--- src/rtl/lcd_cmd_responder_if.sv ---
// Command strobes, line text and the outgoing byte handshake between the LCD
// text feed FSM, this responder and the SPI byte transmitter.
interface lcd_cmd_responder_if;
    logic         i_lcd_wr_clear_display;
    logic         i_lcd_wr_text_line1;
    logic         i_lcd_wr_text_line2;
    logic [127:0] i_dat_ascii_line1;
    logic [127:0] i_dat_ascii_line2;
    logic         o_lcd_command_ready;
    logic         o_cmd_done;
    // Byte handshake: a byte moves on a ce edge where o_tx_valid and
    // i_tx_ready are both high; o_tx_byte is held stable while valid waits.
    logic [7:0]   o_tx_byte;
    logic         o_tx_valid;
    logic         i_tx_ready;

    modport slave (
        input  i_lcd_wr_clear_display,
        input  i_lcd_wr_text_line1,
        input  i_lcd_wr_text_line2,
        input  i_dat_ascii_line1,
        input  i_dat_ascii_line2,
        input  i_tx_ready,
        output o_lcd_command_ready,
        output o_cmd_done,
        output o_tx_byte,
        output o_tx_valid
    );

    modport master (
        output i_lcd_wr_clear_display,
        output i_lcd_wr_text_line1,
        output i_lcd_wr_text_line2,
        output i_dat_ascii_line1,
        output i_dat_ascii_line2,
        output i_tx_ready,
        input  o_lcd_command_ready,
        input  o_cmd_done,
        input  o_tx_byte,
        input  o_tx_valid
    );
endinterface

--- src/rtl/lcd_cmd_responder.sv ---
// Turns clear / line1 / line2 command strobes into PMOD CLS escape-sequence
// bytes for the SPI transmitter, advancing only on 2.5 MHz clock-enable edges.
module lcd_cmd_responder #(
    parameter bit parm_fast_simulation = 1'b0
) (
    input  logic                  i_clk_20mhz,
    input  logic                  i_rst_20mhz,
    input  logic                  i_ce_2_5mhz,
    lcd_cmd_responder_if.slave    bus,
    output logic [1:0]            o_dbg_state
);

    typedef enum logic [1:0] {
        ST_IDLE = 2'd0,
        ST_SEND = 2'd1,
        ST_DONE = 2'd2
    } state_e;

    typedef enum logic [1:0] {
        CMD_CLEAR = 2'd0,
        CMD_LINE1 = 2'd1,
        CMD_LINE2 = 2'd2
    } cmd_e;

    state_e       state_q, state_d;
    cmd_e         cmd_q, cmd_d;
    logic [4:0]   idx_q, idx_d;
    logic [127:0] line_q, line_d;
    logic [7:0]   tx_byte_q, tx_byte_d;
    logic         tx_valid_q, tx_valid_d;
    logic         cmd_done_q, cmd_done_d;
    logic [4:0]   last_idx;
    logic         any_req;
    logic         unused_parm;

    assign unused_parm = parm_fast_simulation;

    // Byte at position idx of the escape sequence; positions 6..21 are text columns 0..15.
    function automatic logic [7:0] seq_byte(input cmd_e cmd, input logic [127:0] line,
                                            input logic [4:0] idx);
        logic [3:0] col;
        logic [7:0] b;
        col = 4'(idx - 5'd6);
        case (idx)
            5'd0:    b = 8'h1B;
            5'd1:    b = 8'h5B;
            5'd2:    b = (cmd == CMD_CLEAR) ? 8'h6A : ((cmd == CMD_LINE1) ? 8'h30 : 8'h31);
            5'd3:    b = 8'h3B;
            5'd4:    b = 8'h30;
            5'd5:    b = 8'h48;
            default: b = line[{4'd15 - col, 3'b000} +: 8];
        endcase
        return b;
    endfunction

    assign any_req  = bus.i_lcd_wr_clear_display | bus.i_lcd_wr_text_line1 |
                      bus.i_lcd_wr_text_line2;
    assign last_idx = (cmd_q == CMD_CLEAR) ? 5'd2 : 5'd21;

    always_comb begin
        state_d    = state_q;
        cmd_d      = cmd_q;
        idx_d      = idx_q;
        line_d     = line_q;
        tx_byte_d  = tx_byte_q;
        tx_valid_d = tx_valid_q;
        cmd_done_d = cmd_done_q;
        if (i_ce_2_5mhz) begin
            case (state_q)
                ST_IDLE: begin
                    cmd_done_d = 1'b0;
                    tx_valid_d = 1'b0;
                    if (any_req) begin
                        if (bus.i_lcd_wr_clear_display) begin
                            cmd_d  = CMD_CLEAR;
                            line_d = bus.i_dat_ascii_line1;
                        end else if (bus.i_lcd_wr_text_line1) begin
                            cmd_d  = CMD_LINE1;
                            line_d = bus.i_dat_ascii_line1;
                        end else begin
                            cmd_d  = CMD_LINE2;
                            line_d = bus.i_dat_ascii_line2;
                        end
                        idx_d      = 5'd0;
                        state_d    = ST_SEND;
                        tx_valid_d = 1'b1;
                        tx_byte_d  = 8'h1B;
                    end
                end
                ST_SEND: begin
                    if (tx_valid_q && bus.i_tx_ready) begin
                        if (idx_q == last_idx) begin
                            // Index stays at the terminal value; it is reloaded on the next accept.
                            state_d    = ST_DONE;
                            tx_valid_d = 1'b0;
                            tx_byte_d  = 8'h00;
                            cmd_done_d = 1'b1;
                        end else begin
                            idx_d     = idx_q + 5'd1;
                            tx_byte_d = seq_byte(cmd_q, line_q, idx_q + 5'd1);
                        end
                    end
                end
                ST_DONE: begin
                    state_d    = ST_IDLE;
                    cmd_done_d = 1'b0;
                end
                default: begin
                    state_d    = ST_IDLE;
                    tx_valid_d = 1'b0;
                    cmd_done_d = 1'b0;
                end
            endcase
        end
    end

    always_ff @(posedge i_clk_20mhz) begin
        if (i_rst_20mhz) begin
            state_q    <= ST_IDLE;
            cmd_q      <= CMD_CLEAR;
            idx_q      <= 5'd0;
            line_q     <= 128'd0;
            tx_byte_q  <= 8'h00;
            tx_valid_q <= 1'b0;
            cmd_done_q <= 1'b0;
        end else begin
            state_q    <= state_d;
            cmd_q      <= cmd_d;
            idx_q      <= idx_d;
            line_q     <= line_d;
            tx_byte_q  <= tx_byte_d;
            tx_valid_q <= tx_valid_d;
            cmd_done_q <= cmd_done_d;
        end
    end

    assign bus.o_lcd_command_ready = (state_q == ST_IDLE);
    assign bus.o_tx_byte           = tx_byte_q;
    assign bus.o_tx_valid          = tx_valid_q;
    assign bus.o_cmd_done          = cmd_done_q;
    assign o_dbg_state             = state_q;

endmodule

--- src/flat_wrapper.sv ---
// flat-port wrapper written by rule: the top's interface ports become plain ports
module lcd_cmd_responder_flat 
#(
    parameter bit parm_fast_simulation = 1'b0
)
  (i_clk_20mhz, i_rst_20mhz, i_ce_2_5mhz, o_dbg_state, bus_i_lcd_wr_clear_display, bus_i_lcd_wr_text_line1, bus_i_lcd_wr_text_line2, bus_i_dat_ascii_line1, bus_i_dat_ascii_line2, bus_i_tx_ready, bus_o_lcd_command_ready, bus_o_cmd_done, bus_o_tx_byte, bus_o_tx_valid);
  lcd_cmd_responder_if bus_i ();
  input  logic i_clk_20mhz;
  input  logic i_rst_20mhz;
  input  logic i_ce_2_5mhz;
  output logic [1:0] o_dbg_state;
  input wire logic [$bits(bus_i.i_lcd_wr_clear_display)-1:0] bus_i_lcd_wr_clear_display;
  input wire logic [$bits(bus_i.i_lcd_wr_text_line1)-1:0] bus_i_lcd_wr_text_line1;
  input wire logic [$bits(bus_i.i_lcd_wr_text_line2)-1:0] bus_i_lcd_wr_text_line2;
  input wire logic [$bits(bus_i.i_dat_ascii_line1)-1:0] bus_i_dat_ascii_line1;
  input wire logic [$bits(bus_i.i_dat_ascii_line2)-1:0] bus_i_dat_ascii_line2;
  input wire logic [$bits(bus_i.i_tx_ready)-1:0] bus_i_tx_ready;
  output wire logic [$bits(bus_i.o_lcd_command_ready)-1:0] bus_o_lcd_command_ready;
  output wire logic [$bits(bus_i.o_cmd_done)-1:0] bus_o_cmd_done;
  output wire logic [$bits(bus_i.o_tx_byte)-1:0] bus_o_tx_byte;
  output wire logic [$bits(bus_i.o_tx_valid)-1:0] bus_o_tx_valid;
  assign bus_i.i_lcd_wr_clear_display = bus_i_lcd_wr_clear_display;
  assign bus_i.i_lcd_wr_text_line1 = bus_i_lcd_wr_text_line1;
  assign bus_i.i_lcd_wr_text_line2 = bus_i_lcd_wr_text_line2;
  assign bus_i.i_dat_ascii_line1 = bus_i_dat_ascii_line1;
  assign bus_i.i_dat_ascii_line2 = bus_i_dat_ascii_line2;
  assign bus_i.i_tx_ready = bus_i_tx_ready;
  assign bus_o_lcd_command_ready = bus_i.o_lcd_command_ready;
  assign bus_o_cmd_done = bus_i.o_cmd_done;
  assign bus_o_tx_byte = bus_i.o_tx_byte;
  assign bus_o_tx_valid = bus_i.o_tx_valid;
  lcd_cmd_responder #(.parm_fast_simulation(parm_fast_simulation)) u_core (.i_clk_20mhz(i_clk_20mhz), .i_rst_20mhz(i_rst_20mhz), .i_ce_2_5mhz(i_ce_2_5mhz), .bus(bus_i), .o_dbg_state(o_dbg_state));
endmodule
--- config.mk ---
export PLATFORM = sky130hd
export DESIGN_NAME = lcd_cmd_responder_flat
export DESIGN_NICKNAME = d
export VERILOG_FILES = /design/src/rtl/lcd_cmd_responder_if.sv /design/src/rtl/lcd_cmd_responder.sv /design/src/flat_wrapper.sv
export SDC_FILE = /design/constraint.sdc
export NUM_CORES = 1
export LEC_CHECK = 0
export BUFFER_PORTS_ARGS = -buffer_cell sky130_fd_sc_hd__buf_2
export CAP_MARGIN = 10
export CORE_UTILIZATION = 40
export DETAILED_ROUTE_END_ITERATION = 16
export GPL_TIMING_DRIVEN = 0
export PLACE_DENSITY = 0.73
export SKIP_LAST_GASP = 1
export SYNTH_ARGS = -nofsm -noshare
export SYNTH_HDL_FRONTEND = slang
export SYNTH_SLANG_ARGS = --single-unit
--- constraint.sdc ---
create_clock -name i_clk_20mhz -period 3.1 [get_ports i_clk_20mhz]
set_clock_uncertainty 0.2 [all_clocks]
set_input_delay 0.31 -clock i_clk_20mhz [delete_from_list [all_inputs] [get_ports i_clk_20mhz]]
set_output_delay 0.31 -clock i_clk_20mhz [all_outputs]
set_load 0.02 [all_outputs]
==> results.md <==
* Final number of hold-violating endpoints at 2
* Slew Viols, Final at 0
* Antenna violations before repair at 2
* Max-cap violations at 0
* Hold path cells at 3
* Fillers at approximately 1.5k
* Post-Route WL at roughly 35000 um
* Critical Path Sink Type: register
* Crit-path cells: buf_12 > buf_12 > inv_1 > ha_4 > buf_8 > mux4_2 > mux4_2 > or2_2 > a31oi_2 > nor3_1
* DRT iter0 DRCs at 960
* Cell Int Power at between 0.003 and 0.004 W
* DR DRC count at 0
* Clk buf depth at 2
* Area delta synth->final at 59.85%
* Row count at 50
* Pwr dens at around 420 mW/mm2
* Synth Area in Compound Gates at 0.2659
* Die extent in y at 142.4 um
* Leakage power at about 5 nW
* Vias at about 10k
* Ranking of synthesized cells by area: dfxtp_1, a311oi_1, mux4_2, o21ai_0, nor2_1
* HP Class: input pin to register
* Most instantiated cells after synthesis: nor2_1, dfxtp_1, nand2_1, o21ai_0, a311oi_1
* Post-synthesis adder-cell area fraction at 0.009525
* Status: complete, but fails checks
* WL met2 at 16500 um
* Vias in the first global route at 10.21k
* Hold Slack at -2.810 ps
* Setup CP Type: register to register
* Violated checks: hold timing
* First drt pass iteration count at 5
* Clk root buf: clkbuf_16
* Most frequent cell after synthesis: nor2_1
* RSZ-0062 raised after global routing: false
* Largest net degree at the start of global routing at 17
* Core area at 0.01902 mm2
* Primary FF master, synth: dfxtp_1
* Simple-gate portion of the synthesized area at 0.1661
* Netlist cell types at 53
* Layout cell share with drive strength beyond 1 at 0.2534
* Total power at 0.005310 W
* Post-synthesis net count at around 1.2k
* CTS tree: yes
* WP data arrival at about 3100 ps
* Peak per-stage delay on the critical path at 550 ps
* # setup viols final at 0
* Placed Cells at around 1.5k
* Finished Core Util at 0.6624
* Logic pwr share at 0.219
* Initial Util at 0.4144
* Cts bufs inserted at 17
* Main combinational cell family by area after synthesis: compound AO/OA/AOI/OAI gates
* Synth Cell Area at slightly below 0.008 mm2
* First-pass GRT wire length at around 54000 um
* Number of flops mapped to enable cells by yosys at 0
* Slew at the pin closest to its max-slew limit at approximately 940 ps
* Clk pwr share at 0.375
* Placer Congestion at 0.9342
* Placed cell area at 0.009587 mm2
* Synth top area share at 0.3734
* Tcrit/Tclk final at 0.9804
* Die Wd at about 140 um
* Vias per cell at ~5.9
* Critical Path Slowest Stage Cell: mux4_2
* Clock sinks at 147
* Register area share after synthesis at 0.3734
* Fin crit period at 3039 ps
* Drt wl/cell at 20.27 um
* Cell taking the most area after synthesis: dfxtp_1
* PortBufs at 274
* Peak Freq at between 0.3 and 0.4 GHz
* Synth Instances at 942
* Warning count from the yosys run at 0
* Syn Area/Cell at 8.367 um2
* Worst EP required at between 3000 and 4000 ps
* Htree depth at 4
* #FFs+latches synth at between 100 and 150
* Post-DP HPWL at 22670 um
* Non-Filler Instances at 1746
* Flop pwr share at 0.407
* Post-route cell area at 0.01260 mm2
* Slew HR at 0.3709
* Total global-route track usage at 0.3492
* Wl on met1 at 13430 um
* Die ar. at 0.02027 mm2
* Met3 wire length at 3232 um
* Post-route ant nets at 0
* Top routing layer used: met4
* Nets at around 1.7k
* Sw Share at 0.3037
* R2R cell count at 10
* IO Pins at 276
* Peak supply drop at between 0.2 and 0.3 mV
* Clk_lat worst skew at 430 ps
* Grt total ovfl at 0
* CTS clk-pin slew, worst paths at 70 ps
* Startpoint type of the worst setup path: register
* Psw at 0.001613 W
* Post-synthesis mux area share at 0.1208
* Xor and xnor area share after synthesis at 0.006350
* CP max FO at 10
* FFs w/ async S/R, synth at 0
[per-layer routing]
| metal | vias up | GRT usage |
|---|---|---|
| li1 | 4571 | - |
| met1 | 4797 | 0.4044 |
| met2 | 730 | 0.5818 |
| met3 | 197 | 0.08580 |
| met4 | 0 | 0.2128 |
| met5 | - | 0 |
[flip-flops by register name, summed over array words and instances, names as in the netlist]
signal                 count
u_core.line_q            128
u_core.bus.o_tx_byte       8
u_core.idx_q               5
u_core.cmd_q               2
u_core.o_dbg_state         2
u_core.bus.o_cmd_done      1
u_core.bus.o_tx_valid      1
[stage by stage]
stage	worst slack [ps]	setup TNS, ps	hold WS, ps
floorplan	18.62	0	208.7
global placement	-834.6	-5198	260.2
detailed placement	-866.7	-5429	264.2
CTS	30.06	0	0.1130
global route	8.640	0	9.003
finish	60.89	0	-2.810
[power by group through the flow]
stage	sequential [W]	combinational (W)	clock [W]
2_1_floorplan	0.00216	0.000504	0
4_1_cts	0.00215	0.00110	0.00198
5_1_grt	0.00217	0.00124	0.00207
3_5_place_dp	0.00220	0.000866	0
6_report	0.00216	0.00116	0.00199
3_3_place_gp	0.00219	0.000853	0
[cell usage in the layout, fill, tap and decap left out, types with 3 or more instances in the layout]
cell type,count
ha_1,4
mux4_2,35
inv_1,5
a21oi_1,14
mux4_1,4
dfxtp_1,145
o21ai_0,138
and3_1,3
nand2_1,143
a31oi_1,3
nor3_1,4
clkbuf_1,86
buf_2,275
buf_1,3
buf_4,7
nand3_1,8
a311oi_1,128
clkbuf_16,17
mux2i_1,4
inv_6,7
nor2_1,152
buf_6,5
dlygate4sd3_1,231
clkinv_4,3
[critical path: cells and delay by family (launching register included)]
| kind | cells | cell delay [ps] |
|---|---|---|
| buffers and inverters | 4 | 470 |
| and+or+nand+nor | 2 | 360 |
| DFF | 1 | 370 |
| adders and majority gates | 1 | 280 |
| muxes | 2 | 1060 |
| AOI/OAI and AO/OA | 1 | 150 |
[layout make-up]
cell class                 count  area (um2)  area share
antenna                        2       5.005   0.0003973
buffer                       103       501.7     0.03983
clock buffer                  18       439.2     0.03486
clock inverter                14       116.4    0.009236
inverter                       5       18.77    0.001490
multi-input combinational    687        4521      0.3588
sequential                   147        2950      0.2342
tap                          260       325.3     0.02582
timing repair buffer         510        3721      0.2954
[worst paths after layout]
kind / from / endpoint / slack (ps)
worst max-delay path: u_core.idx_q[0] / u_core.bus.o_tx_byte[4] / 60
worst min-delay path: bus_i_dat_ascii_line1[84] / u_core.line_q[84] / -3
worst max register to register: u_core.idx_q[0] / u_core.bus.o_tx_byte[4] / 60
worst min register to register: u_core.bus.o_tx_byte[5] / u_core.bus.o_tx_byte[5] / 280
[what timing repair did]
item	CTS	global route
setup endpoints to repair	8	7
pin swaps	1	0
endpoints found under the hold margin	129	1
setup buffers	5	0
resized for setup	21	6
hold buffers	230	1
[cells by family (layout without fill, tap and decap cells)]
group | Yosys count | in the layout
compound gates | 306 | 306
buf+inv | 108 | 650
flops | 147 | 147
simple gates | 327 | 327
mux | 44 | 44
other cells | 0 | 2
xor+xnor | 4 | 4
fa+ha+maj | 6 | 6
Note: power is estimated with default switching activity, not from simulation.
